### src/rtl/apb_cmd_pkg.sv
// apb_cmd_pkg: shared encodings for the APB command master.
// State codes and response status bit positions.
package apb_cmd_pkg;

  localparam logic [1:0] ST_IDLE   = 2'd0;
  localparam logic [1:0] ST_SETUP  = 2'd1;
  localparam logic [1:0] ST_ACCESS = 2'd2;
  localparam logic [1:0] ST_RESP   = 2'd3;

  typedef enum logic [1:0] {
    IDLE   = ST_IDLE,
    SETUP  = ST_SETUP,
    ACCESS = ST_ACCESS,
    RESP   = ST_RESP
  } state_t;

  localparam int STS_ERR     = 0;
  localparam int STS_TIMEOUT = 1;
  localparam int STS_W       = 2;

  function automatic logic [STS_W-1:0] sts(
    input logic err,
    input logic tmo
  );
    sts = '0;
    sts[STS_ERR]     = err;
    sts[STS_TIMEOUT] = tmo;
  endfunction

endpackage

### src/rtl/apb_cmd_master_if.sv
// apb_cmd_master_if: request/response stream plus APB3 bus.
// master = command master view, slave = requester and APB slave view.
interface apb_cmd_master_if #(
  parameter int ADDR_WIDTH = 5,
  parameter int DATA_WIDTH = 8,
  parameter int NUM_SLAVES = 2,
  parameter int SEL_WIDTH  = 1
);

  logic                  REQ_VALID;
  logic                  REQ_READY;
  logic                  REQ_WRITE;
  logic [SEL_WIDTH-1:0]  REQ_SLV;
  logic [ADDR_WIDTH-1:0] REQ_ADDR;
  logic [DATA_WIDTH-1:0] REQ_WDATA;
  logic                  RSP_VALID;
  logic                  RSP_READY;
  logic [DATA_WIDTH-1:0] RSP_RDATA;
  logic                  RSP_ERR;
  logic                  RSP_TIMEOUT;
  logic [NUM_SLAVES-1:0] PSEL;
  logic                  PENABLE;
  logic                  PWRITE;
  logic [ADDR_WIDTH-1:0] PADDR;
  logic [DATA_WIDTH-1:0] PWDATA;
  logic [DATA_WIDTH-1:0] PRDATA;
  logic                  PREADY;
  logic                  PSLVERR;

  modport master (
    input  REQ_VALID, REQ_WRITE, REQ_SLV,
    input  REQ_ADDR, REQ_WDATA, RSP_READY,
    input  PRDATA, PREADY, PSLVERR,
    output REQ_READY, RSP_VALID, RSP_RDATA,
    output RSP_ERR, RSP_TIMEOUT,
    output PSEL, PENABLE, PWRITE,
    output PADDR, PWDATA
  );

  modport slave (
    output REQ_VALID, REQ_WRITE, REQ_SLV,
    output REQ_ADDR, REQ_WDATA, RSP_READY,
    output PRDATA, PREADY, PSLVERR,
    input  REQ_READY, RSP_VALID, RSP_RDATA,
    input  RSP_ERR, RSP_TIMEOUT,
    input  PSEL, PENABLE, PWRITE,
    input  PADDR, PWDATA
  );

endinterface

### src/rtl/apb_cmd_timer.sv
// apb_cmd_timer: saturating ACCESS wait counter.
// expired is high on the last allowed wait cycle; LIMIT 0 never expires.
module apb_cmd_timer #(
  parameter int LIMIT = 16
) (
  input  logic clk,
  input  logic rst,
  input  logic clr,
  input  logic en,
  output logic expired
);

  localparam int CW = (LIMIT > 1) ? $clog2(LIMIT) : 1;
  localparam logic [CW-1:0] TOP =
    (LIMIT > 0) ? CW'(LIMIT - 1) : {CW{1'b1}};

  logic [CW-1:0] count;

  always_ff @(posedge clk) begin
    if (rst || clr) begin
      count <= '0;
    end else if (en && count != TOP) begin
      count <= count + 1'b1;
    end
  end

  assign expired = (LIMIT > 0) ? (count == TOP) : 1'b0;

endmodule

### src/rtl/apb_cmd_master.sv
// apb_cmd_master: valid/ready request stream to APB3 SETUP/ACCESS cycles.
// Handles PREADY timeout and out-of-range slave decode errors.
module apb_cmd_master
  import apb_cmd_pkg::*;
#(
  parameter int ADDR_WIDTH = 5,
  parameter int DATA_WIDTH = 8,
  parameter int NUM_SLAVES = 2,
  parameter int SEL_WIDTH  = 1,
  parameter int TIMEOUT    = 16
) (
  input logic              PCLK,
  input logic              PRESET,
  apb_cmd_master_if.master bus
);

  state_t state_q, state_d;

  logic                  write_q;
  logic [SEL_WIDTH-1:0]  slv_q;
  logic [ADDR_WIDTH-1:0] addr_q;
  logic [DATA_WIDTH-1:0] wdata_q;
  logic [DATA_WIDTH-1:0] rdata_q;
  logic [STS_W-1:0]      sts_q;

  logic accept, dec_err;
  logic cap_ok, cap_to, cap_dec;
  logic tmr_clr, tmr_en, tmr_exp;

  assign dec_err = int'(bus.REQ_SLV) >= NUM_SLAVES;

  apb_cmd_timer #(
    .LIMIT(TIMEOUT)
  ) u_timer (
    .clk    (PCLK),
    .rst    (PRESET),
    .clr    (tmr_clr),
    .en     (tmr_en),
    .expired(tmr_exp)
  );

  always_ff @(posedge PCLK) begin
    if (PRESET) begin
      state_q <= IDLE;
    end else begin
      state_q <= state_d;
    end
  end

  always_comb begin
    state_d = state_q;
    accept  = 1'b0;
    cap_ok  = 1'b0;
    cap_to  = 1'b0;
    cap_dec = 1'b0;
    tmr_clr = 1'b0;
    tmr_en  = 1'b0;
    unique case (state_q)
      IDLE: begin
        if (bus.REQ_VALID) begin
          accept  = 1'b1;
          cap_dec = dec_err;
          state_d = dec_err ? RESP : SETUP;
        end
      end
      SETUP: begin
        tmr_clr = 1'b1;
        state_d = ACCESS;
      end
      ACCESS: begin
        // PREADY wins over an expiring timer
        if (bus.PREADY) begin
          cap_ok  = 1'b1;
          state_d = RESP;
        end else if (tmr_exp) begin
          cap_to  = 1'b1;
          state_d = RESP;
        end else begin
          tmr_en = 1'b1;
        end
      end
      RESP: begin
        if (bus.RSP_READY) state_d = IDLE;
      end
      default: state_d = IDLE;
    endcase
  end

  always_ff @(posedge PCLK) begin
    if (PRESET) begin
      write_q <= 1'b0;
      slv_q   <= '0;
      addr_q  <= '0;
      wdata_q <= '0;
      rdata_q <= '0;
      sts_q   <= '0;
    end else begin
      if (accept) begin
        write_q <= bus.REQ_WRITE;
        slv_q   <= bus.REQ_SLV;
        addr_q  <= bus.REQ_ADDR;
        wdata_q <= bus.REQ_WDATA;
      end
      unique case (1'b1)
        cap_ok: begin
          rdata_q <= write_q ? '0 : bus.PRDATA;
          sts_q   <= sts(bus.PSLVERR, 1'b0);
        end
        cap_to, cap_dec: begin
          rdata_q <= '0;
          sts_q   <= sts(1'b1, cap_to);
        end
        default: ;
      endcase
    end
  end

  always_comb begin
    bus.PSEL = '0;
    if (state_q == SETUP || state_q == ACCESS) begin
      for (int i = 0; i < NUM_SLAVES; i++) begin
        bus.PSEL[i] = (slv_q == SEL_WIDTH'(i));
      end
    end
  end

  assign bus.REQ_READY   = (state_q == IDLE);
  assign bus.PENABLE     = (state_q == ACCESS);
  assign bus.RSP_VALID   = (state_q == RESP);
  assign bus.PWRITE      = write_q;
  assign bus.PADDR       = addr_q;
  assign bus.PWDATA      = wdata_q;
  assign bus.RSP_RDATA   = rdata_q;
  assign bus.RSP_ERR     = sts_q[STS_ERR];
  assign bus.RSP_TIMEOUT = sts_q[STS_TIMEOUT];

endmodule

### src/flat_wrapper.sv
// flat-port wrapper written by rule: the top's interface ports become plain ports
module apb_cmd_master_flat import apb_cmd_pkg::*;
#(
  parameter int ADDR_WIDTH = 5,
  parameter int DATA_WIDTH = 8,
  parameter int NUM_SLAVES = 2,
  parameter int SEL_WIDTH  = 1,
  parameter int TIMEOUT    = 16
)
  (PCLK, PRESET, bus_REQ_VALID, bus_REQ_WRITE, bus_REQ_SLV, bus_REQ_ADDR, bus_REQ_WDATA, bus_RSP_READY, bus_PRDATA, bus_PREADY, bus_PSLVERR, bus_REQ_READY, bus_RSP_VALID, bus_RSP_RDATA, bus_RSP_ERR, bus_RSP_TIMEOUT, bus_PSEL, bus_PENABLE, bus_PWRITE, bus_PADDR, bus_PWDATA);
  apb_cmd_master_if #(.ADDR_WIDTH(ADDR_WIDTH), .DATA_WIDTH(DATA_WIDTH), .NUM_SLAVES(NUM_SLAVES), .SEL_WIDTH(SEL_WIDTH)) bus_i ();
  input logic PCLK;
  input logic PRESET;
  input wire logic [$bits(bus_i.REQ_VALID)-1:0] bus_REQ_VALID;
  input wire logic [$bits(bus_i.REQ_WRITE)-1:0] bus_REQ_WRITE;
  input wire logic [$bits(bus_i.REQ_SLV)-1:0] bus_REQ_SLV;
  input wire logic [$bits(bus_i.REQ_ADDR)-1:0] bus_REQ_ADDR;
  input wire logic [$bits(bus_i.REQ_WDATA)-1:0] bus_REQ_WDATA;
  input wire logic [$bits(bus_i.RSP_READY)-1:0] bus_RSP_READY;
  input wire logic [$bits(bus_i.PRDATA)-1:0] bus_PRDATA;
  input wire logic [$bits(bus_i.PREADY)-1:0] bus_PREADY;
  input wire logic [$bits(bus_i.PSLVERR)-1:0] bus_PSLVERR;
  output wire logic [$bits(bus_i.REQ_READY)-1:0] bus_REQ_READY;
  output wire logic [$bits(bus_i.RSP_VALID)-1:0] bus_RSP_VALID;
  output wire logic [$bits(bus_i.RSP_RDATA)-1:0] bus_RSP_RDATA;
  output wire logic [$bits(bus_i.RSP_ERR)-1:0] bus_RSP_ERR;
  output wire logic [$bits(bus_i.RSP_TIMEOUT)-1:0] bus_RSP_TIMEOUT;
  output wire logic [$bits(bus_i.PSEL)-1:0] bus_PSEL;
  output wire logic [$bits(bus_i.PENABLE)-1:0] bus_PENABLE;
  output wire logic [$bits(bus_i.PWRITE)-1:0] bus_PWRITE;
  output wire logic [$bits(bus_i.PADDR)-1:0] bus_PADDR;
  output wire logic [$bits(bus_i.PWDATA)-1:0] bus_PWDATA;
  assign bus_i.REQ_VALID = bus_REQ_VALID;
  assign bus_i.REQ_WRITE = bus_REQ_WRITE;
  assign bus_i.REQ_SLV = bus_REQ_SLV;
  assign bus_i.REQ_ADDR = bus_REQ_ADDR;
  assign bus_i.REQ_WDATA = bus_REQ_WDATA;
  assign bus_i.RSP_READY = bus_RSP_READY;
  assign bus_i.PRDATA = bus_PRDATA;
  assign bus_i.PREADY = bus_PREADY;
  assign bus_i.PSLVERR = bus_PSLVERR;
  assign bus_REQ_READY = bus_i.REQ_READY;
  assign bus_RSP_VALID = bus_i.RSP_VALID;
  assign bus_RSP_RDATA = bus_i.RSP_RDATA;
  assign bus_RSP_ERR = bus_i.RSP_ERR;
  assign bus_RSP_TIMEOUT = bus_i.RSP_TIMEOUT;
  assign bus_PSEL = bus_i.PSEL;
  assign bus_PENABLE = bus_i.PENABLE;
  assign bus_PWRITE = bus_i.PWRITE;
  assign bus_PADDR = bus_i.PADDR;
  assign bus_PWDATA = bus_i.PWDATA;
  apb_cmd_master #(.ADDR_WIDTH(ADDR_WIDTH), .DATA_WIDTH(DATA_WIDTH), .NUM_SLAVES(NUM_SLAVES), .SEL_WIDTH(SEL_WIDTH), .TIMEOUT(TIMEOUT)) u_core (.PCLK(PCLK), .PRESET(PRESET), .bus(bus_i));
endmodule
### config.mk
export PLATFORM = sky130hd
export DESIGN_NAME = apb_cmd_master_flat
export DESIGN_NICKNAME = d
export VERILOG_FILES = /design/src/rtl/apb_cmd_pkg.sv /design/src/rtl/apb_cmd_master_if.sv /design/src/rtl/apb_cmd_timer.sv /design/src/rtl/apb_cmd_master.sv /design/src/flat_wrapper.sv
export SDC_FILE = /design/constraint.sdc
export NUM_CORES = 1
export LEC_CHECK = 0
export CAP_MARGIN = 20
export CORE_ASPECT_RATIO = 0.75
export CORE_MARGIN = 2
export CORE_UTILIZATION = 25
export DETAILED_ROUTE_END_ITERATION = 12
export GPL_TIMING_DRIVEN = 0
export PLACE_DENSITY = 0.62
export SETUP_SLACK_MARGIN = 0.4
export SLEW_MARGIN = 20
export SYNTH_ARGS = -nofsm -noshare
export SYNTH_HDL_FRONTEND = slang
export SYNTH_SLANG_ARGS = --single-unit
### constraint.sdc
create_clock -name PCLK -period 2.72 [get_ports PCLK]
set_clock_uncertainty 0.2 [all_clocks]
set_input_delay 0.544 -clock PCLK [delete_from_list [all_inputs] [get_ports PCLK]]
set_output_delay 0.544 -clock PCLK [all_outputs]
set_load 0.02 [all_outputs]
# After elaboration in Yosys (flattened, before gate mapping)
# Index checks and enable logic that the tools add are counted.
[totals] ff_bits=31 inputBits=29 output_inout_bits=29
[op_classes] n_addsub=1 n_eq_ne=8 mux=20 bitwise=1 reduce_logical=6
[op_table] cell="one-hot mux 8 bit (2 select lines)" count=1
[op_table] cell="2-to-1 mux 1 bit" count=11
[op_table] cell="2-to-1 mux 2 bit" count=5
[op_table] cell="2-to-1 mux 8 bit" count=1
[op_table] cell="one-hot mux 2 bit (4 select lines)" count=1
[op_table] cell="adder 4 x 1 -> 4 bit (second input constant)" count=1
[op_table] cell="equality test 2 bit (second input constant)" count=2
[op_table] cell="equality test 4 bit (second input constant)" count=1
[op_table] cell="inequality test 2 bit (second input constant)" count=2
[op_table] cell="inequality test 4 bit (second input constant)" count=1
[op_table] cell="one-hot mux 2 bit (2 select lines)" count=1
[op_table] cell="inequality test 3 x 2 -> 1 bit (second input constant)" count=1
[op_table] cell="AND reduction 3 bit" count=1
[op_table] cell="equality test 2 x 1 -> 1 bit (second input constant)" count=1
[op_table] cell="logical NOT 2 bit" count=1
[op_table] cell="logical OR 1 bit" count=2
[op_table] cell="nonzero test 2 bit" count=1
[op_table] cell="logical AND 1 bit" count=1
[op_table] cell="NOT 1 bit" count=1

# Depth between registers and ports, before layout
[depth] ltp_word=5 ltp_mapped=7 mapped_depth_nobuf=5

# Cells and area by module
# From an unflattened synthesis, not the netlist that was laid out.
[unflattened] cells_unflattened=146 hier_area_um2=1315.0
[by_module_without_submodules] mod="apb_cmd_master" n_inst=1 cells_per_inst=124 area_per_inst_um2=1103.6
[by_module_without_submodules] mod="apb_cmd_timer" n_inst=1 cells_per_inst=22 area_per_inst_um2=211.5

# Least setup slack after synthesis
# No wires, ideal clock.
[synth_timing] path_type="register to output" start="register u_core.state_q[1]" end="output port bus_PSEL[0]" arrival_time_ps=1032 required_ps=1976 path_slack_ps=944 path_stages_with_launch=4 path_buffers=0 cell_sequence="dfxtp_1 > inv_1 > ha_1 > nor2b_1"
[synth_via] elab_chain_len=3 elab_cells_between_ends=4
[synth_lines] item="start: declaration" line="apb_cmd_master.sv:17" rtl="state_t state_q, state_d;"
[synth_lines] item="start signal: assignment" line="apb_cmd_master.sv:46" rtl="state_q <= state_d;"
[synth_lines] item="equality test 2 x 1 -> 1 bit / equality test 2 bit (equally long branches)" line="apb_cmd_master.sv:120" rtl="if (state_q == SETUP || state_q == ACCESS) begin"
[synth_lines] item="logical OR 1 bit (*)" line="apb_cmd_master.sv:120"
[synth_lines] item="2-to-1 mux 2 bit (*)" line="apb_cmd_master.sv:120"
[synth_lines] item="end: declaration" line="flat_wrapper.sv:28" rtl="output wire logic [$bits(bus_i.PSEL)-1:0] bus_PSEL;"
# Mark *: on every way between the ends. The rest lies on a longest branch, timed or not.

# Worst setup path in the final report
[layout_timing] start="register u_core.state_q[0]" end="output port bus_PSEL[1]"
# The elaborated chain is that of the path after synthesis.

==> out/results.ini <==
[status]
status = completed

[die]
die_h_um = 65.0
start_util_pct = 25.6
rows = 22
pin_count = 58
die_x_um = 85.4
die_area_um2 = 5550
core_area_um2 = 4840

[logic_synthesis]
synthArstFlopShare_pct = 0
syn_avg_cell_area_um2 = 9.13
ys_seq_area_share_pct = 50.0
synth_top_family_by_area = simple AND/OR/NAND/NOR gates
synth-compound-area-share_pct = 19.7
synth-simple-area-share_pct = 20.6
synth-main-ff-cell = dfxtp_1
synth_edf_count = 0
synth_fa_ha_area_share_pct = 5.04
syn_area_um2 = 1240
syn_inst = 136
synth_seq_cells = 31
muxShareOfSynthArea_pct = 0.806
yosysWarnings = 0
syn_nets = 170
synthXorXnorAreaFrac_pct = 0
ys_types = 29

[timing]
hold_ws_ns = 0.253
slew_violations = 0
rsz0062_at_grt = no
worst_slew_pin_slew_ns = 0.421
tns_ns = 0
fmax_ghz = 0.448
hold_violations = 0
finalSetupViolations = 0
min_period_over_period_pct = 82.1
postLayoutSetupSlackWorst_ns = 0.487
finalCriticalPeriod_ns = 2.23
relSlewSlack_pct = 71.9

[clock_tree]
cts_tree = yes
numCtsBuffers = 5
htreeDepth = 2
root_buffer = clkbuf_8
clk_pin_slew_ns = 0.06
cts_max_path_buffers = 2
clkLatencyLatePin_ns = 0.27
cts.sinks = 31

[cells_and_area]
drive_gt1_share_pct = 9.45
antenna_cells = 0
nets = 234
num-fill-cells = 500
syn_to_final_growth_pct = 58.9

[global_routing]
grt_overflow_total = 0
antenna_found_initial = 0
met3_usage_pct = 6.62
grt_use_total_pct = 11.5
met1_usage_pct = 15.0
met2_usage_pct = 15.9
grt_start_max_net_pins = 11
grt_pass1_vias = 1068
grt_pass1_wl_mm = 5.02
top_usage_layer = met2

[critical_path]
crit_fanout = 3
r2r_end = u_core.bus.PWDATA[5]$_SDFFE_PP0P_
cpPeakStageDelay_ns = 0.34
crit_path_start = u_core.state_q[0]$_SDFFE_PP0P_
endpoint_kind = output pin
crit_chain = inv_1, ha_1, and2_1, dlygate4sd2_1
reg2reg_slack_ns = 0.98
cp_data_arrival_time_ns = 1.49
cp.depth = 4
crit_type = reg2out
endpoint = bus_PSEL[1]
critPathLaunchType = register
critPathRequiredTime_ns = 1.98
ff2ff_path_depth = 7
r2r-start = u_core.state_q[0]$_SDFFE_PP0P_
path_buf_inv = 2
critPathTopFamily = buffers and inverters
cpMaxStageDelayCell = dfxtp_2

[pwr]
leakage_nw = 0.752
cellPowerDensity_nw_per_um2 = 797
clkPwrFrac_pct = 21.7
sw_frac_of_total_pct = 35.6
pwr-share-comb_pct = 41.3
power_switching_mw = 0.560
p_int_mw = 1.01
p_seq_share_pct = 37.0
ir_drop_mv = 0.306

[place]
portBuffers = 57
place_ws_ns = 0.491
dpl.hpwl_mm = 2.16
place_congestion = 0.674

[routing]
ant_nets = 0
routed_wl_mm = 2.99
vias = 1128
wl_per_cell_um = 11.5
drc_errors = 0
first_pass_iters = 6
drt_iter0_markers = 39
via_per_inst = 4.32

[min_path]
hold_path.startpoint = u_core.bus.PWDATA[6]$_SDFFE_PP0P_
holdCritPathClass = reg2reg

[flow_run]
drv_cap = 0

per-stage QoR:
step | cells | power (mW) | util [%] | instance area (µm²)
final | 261 | 1.57 | 40.7 | 1970
after global routing | 261 | 1.70 | 40.7 | 1970
after CTS | 261 | 1.60 | 40.6 | 1970
after detailed placement | 253 | 1.26 | 38.9 | 1890
after global placement | 253 | 1.26 | 38.9 | 1890
after floorplan | 136 | 0.972 | - | 1240
cells in the final DEF (no fill, tap or decap), drive strengths merged, types with 3 or more instances in the layout:
cell type / instances
clkdlybuf4s50: 53
nand2: 32
dfxtp: 31
a21oi: 20
clkbuf: 9
a22o: 8
ha: 5
inv: 4
buf: 4
nand2b: 4
o21ai: 3
dlygate4sd2: 3
synth_stat cells (all sizes together) (2+ instances only):
| cell | instances | area share [%] |
|---|---|---|
| nand2b | 4 | 2.2 |
| a22o | 8 | 5.6 |
| a21oi | 20 | 8.1 |
| o21ai | 3 | 1.2 |
| buf | 4 | 2.1 |
| and2 | 2 | 1.0 |
| ha | 5 | 5.0 |
| dfxtp | 31 | 50 |
| or3 | 2 | 1.0 |
| nor2b | 2 | 1.0 |
| inv | 4 | 1.2 |
| or2 | 2 | 1.0 |
| a211oi | 2 | 1.2 |
| nor3 | 2 | 1.7 |
| nand2 | 32 | 9.7 |
| clkbuf | 2 | 0.61 |
| nor2 | 2 | 0.61 |
routing by layer:
layer	routed length, µm	part of all wire [%]
met5	0	0
met4	6	0.20
met2	1220	41
met1	1420	48
met3	336	11
state kept, by name, summed over array words and instances (netlist names):
| signal | flops |
|---|---|
| u_core.bus.RSP_RDATA | 8 |
| u_core.slv_q | 1 |
| u_core.bus.PWRITE | 1 |
| u_core.u_timer.count | 4 |
| u_core.bus.PWDATA | 8 |
| u_core.state_q | 2 |
| u_core.sts_q | 2 |
| u_core.bus.PADDR | 5 |
worst min-delay path by stage:
stage | slack (ns) | endpoint | cells past startpoint
2_1_floorplan | 0.25 | u_core.slv_q$_SDFFE_PP0P_ | 2
3_3_place_gp | 0.24 | u_core.bus.PADDR[0]$_SDFFE_PP0P_ | 2
3_5_place_dp | 0.25 | u_core.bus.PWDATA[2]$_SDFFE_PP0P_ | 2
4_1_cts | 0.26 | u_core.bus.PADDR[0]$_SDFFE_PP0P_ | 2
5_1_grt | 0.28 | u_core.bus.PADDR[1]$_SDFFE_PP0P_ | 2
6_report | 0.25 | u_core.bus.PWDATA[6]$_SDFFE_PP0P_ | 2
cell families (layout without fill, tap and decap cells):
group	Yosys count	in the layout
buf+inv	10	75
mux	1	1
compound gates	37	37
simple gates	52	52
flops	31	31
fa+ha+maj	5	5
what timing repair did:
action,in CTS,in global routing
hold buffers,0,0
resized for setup,4,3
setup endpoints to repair,3,3
buffers inserted,0,0
hold endpoints to repair,0,0
layout make-up:
type / instances / area, µm² / share of cell area (%)
clock inverter: 1 / 5.00 / 0.254
multi-input combinational: 95 / 574 / 29.1
clock buffer: 7 / 76.3 / 3.87
timing repair buffer: 57 / 569 / 28.9
inverter: 4 / 15.0 / 0.761
buffer: 6 / 33.8 / 1.71
tap: 60 / 75.1 / 3.81
sequential: 31 / 623 / 31.6
worst reg2reg max path: cells and delay by family, from the launching register on:
family                   cells  cell delay (ns)
buffers and inverters        3             0.60
adder cells (fa/ha/maj)      1             0.22
AO/OA/AOI/OAI                1             0.11
AND/OR/NAND/NOR              2             0.23
flip-flops                   1             0.33
power groups by stage:
stage	Combinational, mW	Sequential (mW)	Clock (mW)
6_report	0.650	0.582	0.341
5_1_grt	0.722	0.593	0.380
4_1_cts	0.663	0.579	0.358
3_5_place_dp	0.674	0.589	0
3_3_place_gp	0.674	0.586	0
2_1_floorplan	0.315	0.657	0
Power figures use the tool's default switching activity.
==> RTL edit 1 (config.mk and constraints unchanged) <==
`DATA_WIDTH` is set to 8 in 3 places; all go to 9.
--- a/src/rtl/apb_cmd_master_if.sv
+++ b/src/rtl/apb_cmd_master_if.sv
@@ -2,7 +2,7 @@
 // master = command master view, slave = requester and APB slave view.
 interface apb_cmd_master_if #(
   parameter int ADDR_WIDTH = 5,
-  parameter int DATA_WIDTH = 8,
+  parameter int DATA_WIDTH = 9,
   parameter int NUM_SLAVES = 2,
   parameter int SEL_WIDTH  = 1
 );
--- a/src/rtl/apb_cmd_master.sv
+++ b/src/rtl/apb_cmd_master.sv
@@ -4,7 +4,7 @@
   import apb_cmd_pkg::*;
 #(
   parameter int ADDR_WIDTH = 5,
-  parameter int DATA_WIDTH = 8,
+  parameter int DATA_WIDTH = 9,
   parameter int NUM_SLAVES = 2,
   parameter int SEL_WIDTH  = 1,
   parameter int TIMEOUT    = 16
--- a/src/flat_wrapper.sv
+++ b/src/flat_wrapper.sv
@@ -2,7 +2,7 @@
 module apb_cmd_master_flat import apb_cmd_pkg::*;
 #(
   parameter int ADDR_WIDTH = 5,
-  parameter int DATA_WIDTH = 8,
+  parameter int DATA_WIDTH = 9,
   parameter int NUM_SLAVES = 2,
   parameter int SEL_WIDTH  = 1,
   parameter int TIMEOUT    = 16
Interface: changed (resized bus_PRDATA, bus_PWDATA, bus_REQ_WDATA and bus_RSP_RDATA); port bits go from 58 to 62. The function was not compared with the original's and may differ.
==> RTL edit 1 against the original RTL <==
- via count is 9.7% higher
- total power grew 7.8%
- non-clock buffer count increased by 4
- die area increased by 4.9%
- worst hold slack better by 0.0017 ns
- synthesized area grew 5.1%
- critical endpoint is now bus_PENABLE
- sequential cell count up 2
- sequential power is 6.9% higher
- routed wire length rose by 9.0%
- cell area up 5.3%
- sequential share of layout area increased by 0.33 points
- setup slack worse by 0.0060 ns
==> RTL edit 1: results (changes against the original RTL) <==
Clk slew on worst S/H paths - 0.07 ns
RePlAce Congestion - 0.734 (+8.9%)
Reg-to-Reg End - u_core.state_q[0]
Net count, final - 248 (+6.0%)
Net load switching power - 0.000587 W (+4.7%)
R2R depth - 6 (-1)
WL met3 - 354 µm (+5.4%)
PortBufs - 60 (+5.3%)
Share of cells above drive strength 1 - 8.45% (-1.0 points)
Sequential area share after synthesis - 50.6% (+0.62 points)
Wirelength per Cell - 11.9 µm (+4.2%)
WL met2 - 1350 µm (+10%)
Worst Hold End - u_core.bus.PWDATA[2]
Setup total negative slack - 0 ns (unchanged)
CP max-delay cell - clkdlybuf4s50_1
# setup viols final - 0 (unchanged)
Final Non-Filler Cells - 273 (+4.6%)
Synth cell types - 28 (-3.4%)
Clock Power - 0.000401 W (+18%)
Outcome - finished clean
Layout filler cell count - 515 (+3.0%)
Hold path startpoint - u_core.bus.PWDATA[2]
Largest cells by area after synthesis - dfxtp_1, nand2_1, a21oi_1
Highest fanout seen on the critical path - 4 (+1)
Biggest cell delay along the critical path - 0.61 ns (+0.27 ns)
1st-pass router iterations - 4 (-2)
Worst R2R Start - u_core.state_q[0]
Root Buffer - clkbuf_8
Max Used Layer - met4
Warnings from Yosys - 0 (unchanged)
Avg Inst Size Synth - 9.00 µm² (-1.4%)
Synth Net Count - 181 (+6.5%)
CTS Buf Count - 5 (unchanged)
Post-synth ARST share - 0% (unchanged)
Slew HR - 50.6% (-21 points)
Most frequent cells after synthesis - nand2_1, dfxtp_1, a21oi_1, a22o_1
CTS Buffer Depth - 2 (unchanged)
Vias/cell - 4.53 (+4.8%)
Critical path endpoint - bus_PENABLE
Detailed-placement wirelength estimate - 2300 µm (+6.6%)
Post-synth top flop - dfxtp_1
DRT iter0 DRCs - 66 (+69%)
Seq pwr share - 36.7% (-0.3 points)
First-pass GRT wire length - 5290 µm (+5.5%)
Met1 wire length - 1520 µm (+7.0%)
Critical Path AT - 1.50 ns
GRT Util Overall - 11.9% (+0.45 points)
CP startpoint kind - flop
Vias in the first global route - 1195 (+12%)
Hold path depth - 2 (unchanged)
Largest net degree at the start of global routing - 11 (unchanged)
Int Pwr - 0.00111 W (+9.5%)
R2R setup slack - 0.80 ns (-0.18 ns)
Leak - 0.798 nW (+6.1%)
Worst min-delay path class - flop to flop
Ant diodes - 0 (unchanged)
Peak VDD IR - 0.000293 V (-4.3%)
[RTL edit 1: logic make-up (layout without fill, tap and decap cells)]
logic type | count (synthesis) | after routing | synth area share (%)
muxes | 2 | 2 | 1.53
buffers and inverters | 12 | 80 | 4.31
adders and majority gates | 5 | 5 | 4.79
DFF | 33 | 33 | 50.6
and+or+nand+nor | 54 | 54 | 19.8
AOI/OAI and AO/OA | 39 | 39 | 19.0
[RTL edit 1: routing by layer]
metal | global-route usage, % | vias up
met5 | 0 | -
met4 | 4.04 | 0
met3 | 6.57 | 5
met2 | 18.4 | 47
met1 | 14.0 | 555
li1 | - | 630
[RTL edit 1: final cells by class]
| cell class | instances | area (µm²) | area share [%] |
|---|---|---|---|
| clock inverter | 1 | 5.00 | 0.241 |
| sequential | 33 | 663 | 31.9 |
| clock buffer | 7 | 96.3 | 4.64 |
| tap | 60 | 75.1 | 3.61 |
| multi-input combinational | 100 | 588 | 28.3 |
| inverter | 5 | 18.8 | 0.904 |
| buffer | 7 | 37.5 | 1.81 |
| timing repair buffer | 60 | 593 | 28.6 |
[RTL edit 1: through the flow]
stage	setup WS, ns	util (%)	hold WS (ns)	instance area (µm²)
6_report	0.481	41.9	0.254	2080
5_1_grt	0.412	41.9	0.286	2080
4_1_cts	0.410	41.9	0.257	2080
3_5_place_dp	0.373	40.0	0.247	1980
3_3_place_gp	0.378	40.0	0.241	1980
2_1_floorplan	0.871	-	0.245	1310
[RTL edit 1: tightest hold or removal path: cells and delay by family, from the launching register on]
| family | cells | cell delay (ns) |
|---|---|---|
| DFF | 1 | 0.31 |
| and+or+nand+nor | 1 | 0.05 |
| AOI/OAI and AO/OA | 1 | 0.05 |
[RTL edit 1: timing repair]
item / CTS / global route
setup buffers: 0 / 0
resized for setup: 3 / 4
setup endpoints to repair: 3 / 3
==> RTL edit 2 (config.mk and constraints unchanged) <==
Without the edit above. Reset style: asynchronous (`PRESET`), changed in 2 clocked blocks.
--- a/src/rtl/apb_cmd_master.sv
+++ b/src/rtl/apb_cmd_master.sv
@@ -39,7 +39,7 @@
     .expired(tmr_exp)
   );
 
-  always_ff @(posedge PCLK) begin
+  always_ff @(posedge PCLK or posedge PRESET) begin
     if (PRESET) begin
       state_q <= IDLE;
     end else begin
@@ -86,7 +86,7 @@
     endcase
   end
 
-  always_ff @(posedge PCLK) begin
+  always_ff @(posedge PCLK or posedge PRESET) begin
     if (PRESET) begin
       write_q <= 1'b0;
       slv_q   <= '0;
Behaviour: differs if PRESET is asserted again (counterexample within 4 cycles, from zero or initial values and one cycle with PRESET high); with PRESET held inactive, the same outputs for 10 cycles.
==> RTL edit 2 against the original RTL <==
- sequential power rose by 32%
- global-route usage fell by 0.12 points
- routed wire length is 4.3% higher
- critical endpoint is now bus_PSEL[0]
- total power up 48%
- critical path depth did not move
- cell area grew 3.1%
- synthesized area rose by 4.9%
- largest power group unchanged
- setup slack improved by 0.079 ns
- sequential cell count unchanged
==> RTL edit 2: results (changes against the original RTL) <==
Total vias in the final route - 1055 (-6.5%)
Int Pwr - 0.00147 W (+45%)
DRT iter0 DRCs - 42 (+7.7%)
PortBufs - 57 (unchanged)
R2R depth - 5 (-2)
Worst Hold End - u_core.bus.PWDATA[1]
WL met3 - 202 µm (-40%)
Post-synth EDFFs - 0 (unchanged)
Grt met3 use - 4.83% (-1.8 points)
Post-CTS Setup Bufs - 1 (+1)
Most frequent cells after synthesis - dfrtp_1, mux2_2, a22o_1, inv_1, ha_1
Biggest cell delay along the critical path - 0.38 ns (+0.04 ns)
DP Area - 0.00195 mm² (+3.2%)
Avg Inst Size Synth - 12.9 µm² (+41%)
GR met1 Demand/Resource - 13.8% (-1.2 points)
Largest cells by area after synthesis - dfrtp_1, mux2_2, dfxtp_1
Sequential area share after synthesis - 58.0% (+8.0 points)
Net count, final - 201 (-14%)
Post-synth top flop - dfrtp_1
Pre-CTS setup slack - 0.402 ns (-0.0892 ns)
Reg-to-Reg End - u_core.state_q[1]
First-pass GRT wire length - 4970 µm (-0.84%)
1st-pass router iterations - 4 (-2)
Detailed-placement wirelength estimate - 2390 µm (+11%)
Layout filler cell count - 467 (-6.6%)
Max Used Layer - met4
Leak - 0.890 nW (+18%)
CP max-delay cell - dfrtp_1
CTS Buf Count - 5 (unchanged)
WL met2 - 1570 µm (+28%)
GRT Util Overall - 11.3% (-0.12 points)
Met1 wire length - 1310 µm (-7.9%)
Slew HR - 62.3% (-9.6 points)
R2R setup slack - 0.76 ns (-0.22 ns)
GR Util met2 - 17.6% (+1.7 points)
Post-synth ARST share - 87.1% (+87 points)
Hold path startpoint - u_core.bus.PWDATA[1]
Placed Cells - 218 (-14%)
Drt total wl - 3120 µm (+4.3%)
Outcome - finished clean
Final hold slack - 0.304 ns (+0.0511 ns)
Hold path depth - 1 (-1)
Peak VDD IR - 0.000554 V (+81%)
Wirelength per Cell - 13.8 µm (+20%)
Critical path origin - u_core.state_q[0]
Clock H-tree levels - 2 (unchanged)
Fin crit period - 2.15 ns (-0.0792 ns)
Share of cells above drive strength 1 - 18.1% (+8.6 points)
Initial antenna violation count - 0 (unchanged)
Largest net degree at the start of global routing - 28 (+17)
Synth cell types - 27 (-6.9%)
Synth Net Count - 136 (-20%)
Critical path endpoint - bus_PSEL[0]
RePlAce Congestion - 0.771 (+14%)
Highest fanout seen on the critical path - 4 (+1)
## RTL edit 2: cell count changes in the layout (fill, tap and decap cells not counted), sizes merged, moves of 3 or more
cell    unedited run  this run
nand2             32         3
dfrtp              0        27
inv                4         7
nand2b             4         0
a21oi             20         5
nor2               2         5
mux2               0        16
dfxtp             31         4
## RTL edit 2: cells by family (layout without fill, tap and decap cells)
| group | after synthesis | count (layout) | share of synthesized area, % |
|---|---|---|---|
| and+or+nand+nor | 16 | 16 | 6.05 |
| DFF | 31 | 31 | 58.0 |
| buffers and inverters | 9 | 74 | 2.98 |
| adders and majority gates | 6 | 6 | 5.76 |
| AOI/OAI and AO/OA | 22 | 22 | 12.6 |
| muxes | 17 | 17 | 14.6 |
## RTL edit 2: critical path: cells and delay by family, from the launching register on
family / cells / cell delay (ns)
adder cells (fa/ha/maj): 1 / 0.32
buffers and inverters: 2 / 0.29
flip-flops: 1 / 0.38
AND/OR/NAND/NOR: 1 / 0.15
## RTL edit 2: final cells by class
class | count | area (µm²) | share of cell area (%)
flip-flops and latches | 31 | 756 | 37.2
repair buffers | 58 | 568 | 27.9
multi-input cells | 61 | 508 | 25.0
clock buffers | 6 | 82.6 | 4.06
well taps | 60 | 75.1 | 3.69
inverters | 7 | 26.3 | 1.29
plain buffers | 2 | 12.5 | 0.615
clock inverters | 1 | 5.00 | 0.246
## RTL edit 2: power by group through the flow
stage / clock (W) / combinational (W) / sequential, W
final: 0.000361 / 0.00120 / 0.000771
after floorplan: 0 / 0.000468 / 0.000972
after detailed placement: 0 / 0.00124 / 0.000779
after CTS: 0.000376 / 0.00122 / 0.000772
after global routing: 0.000392 / 0.00129 / 0.000796
after global placement: 0 / 0.00122 / 0.000765
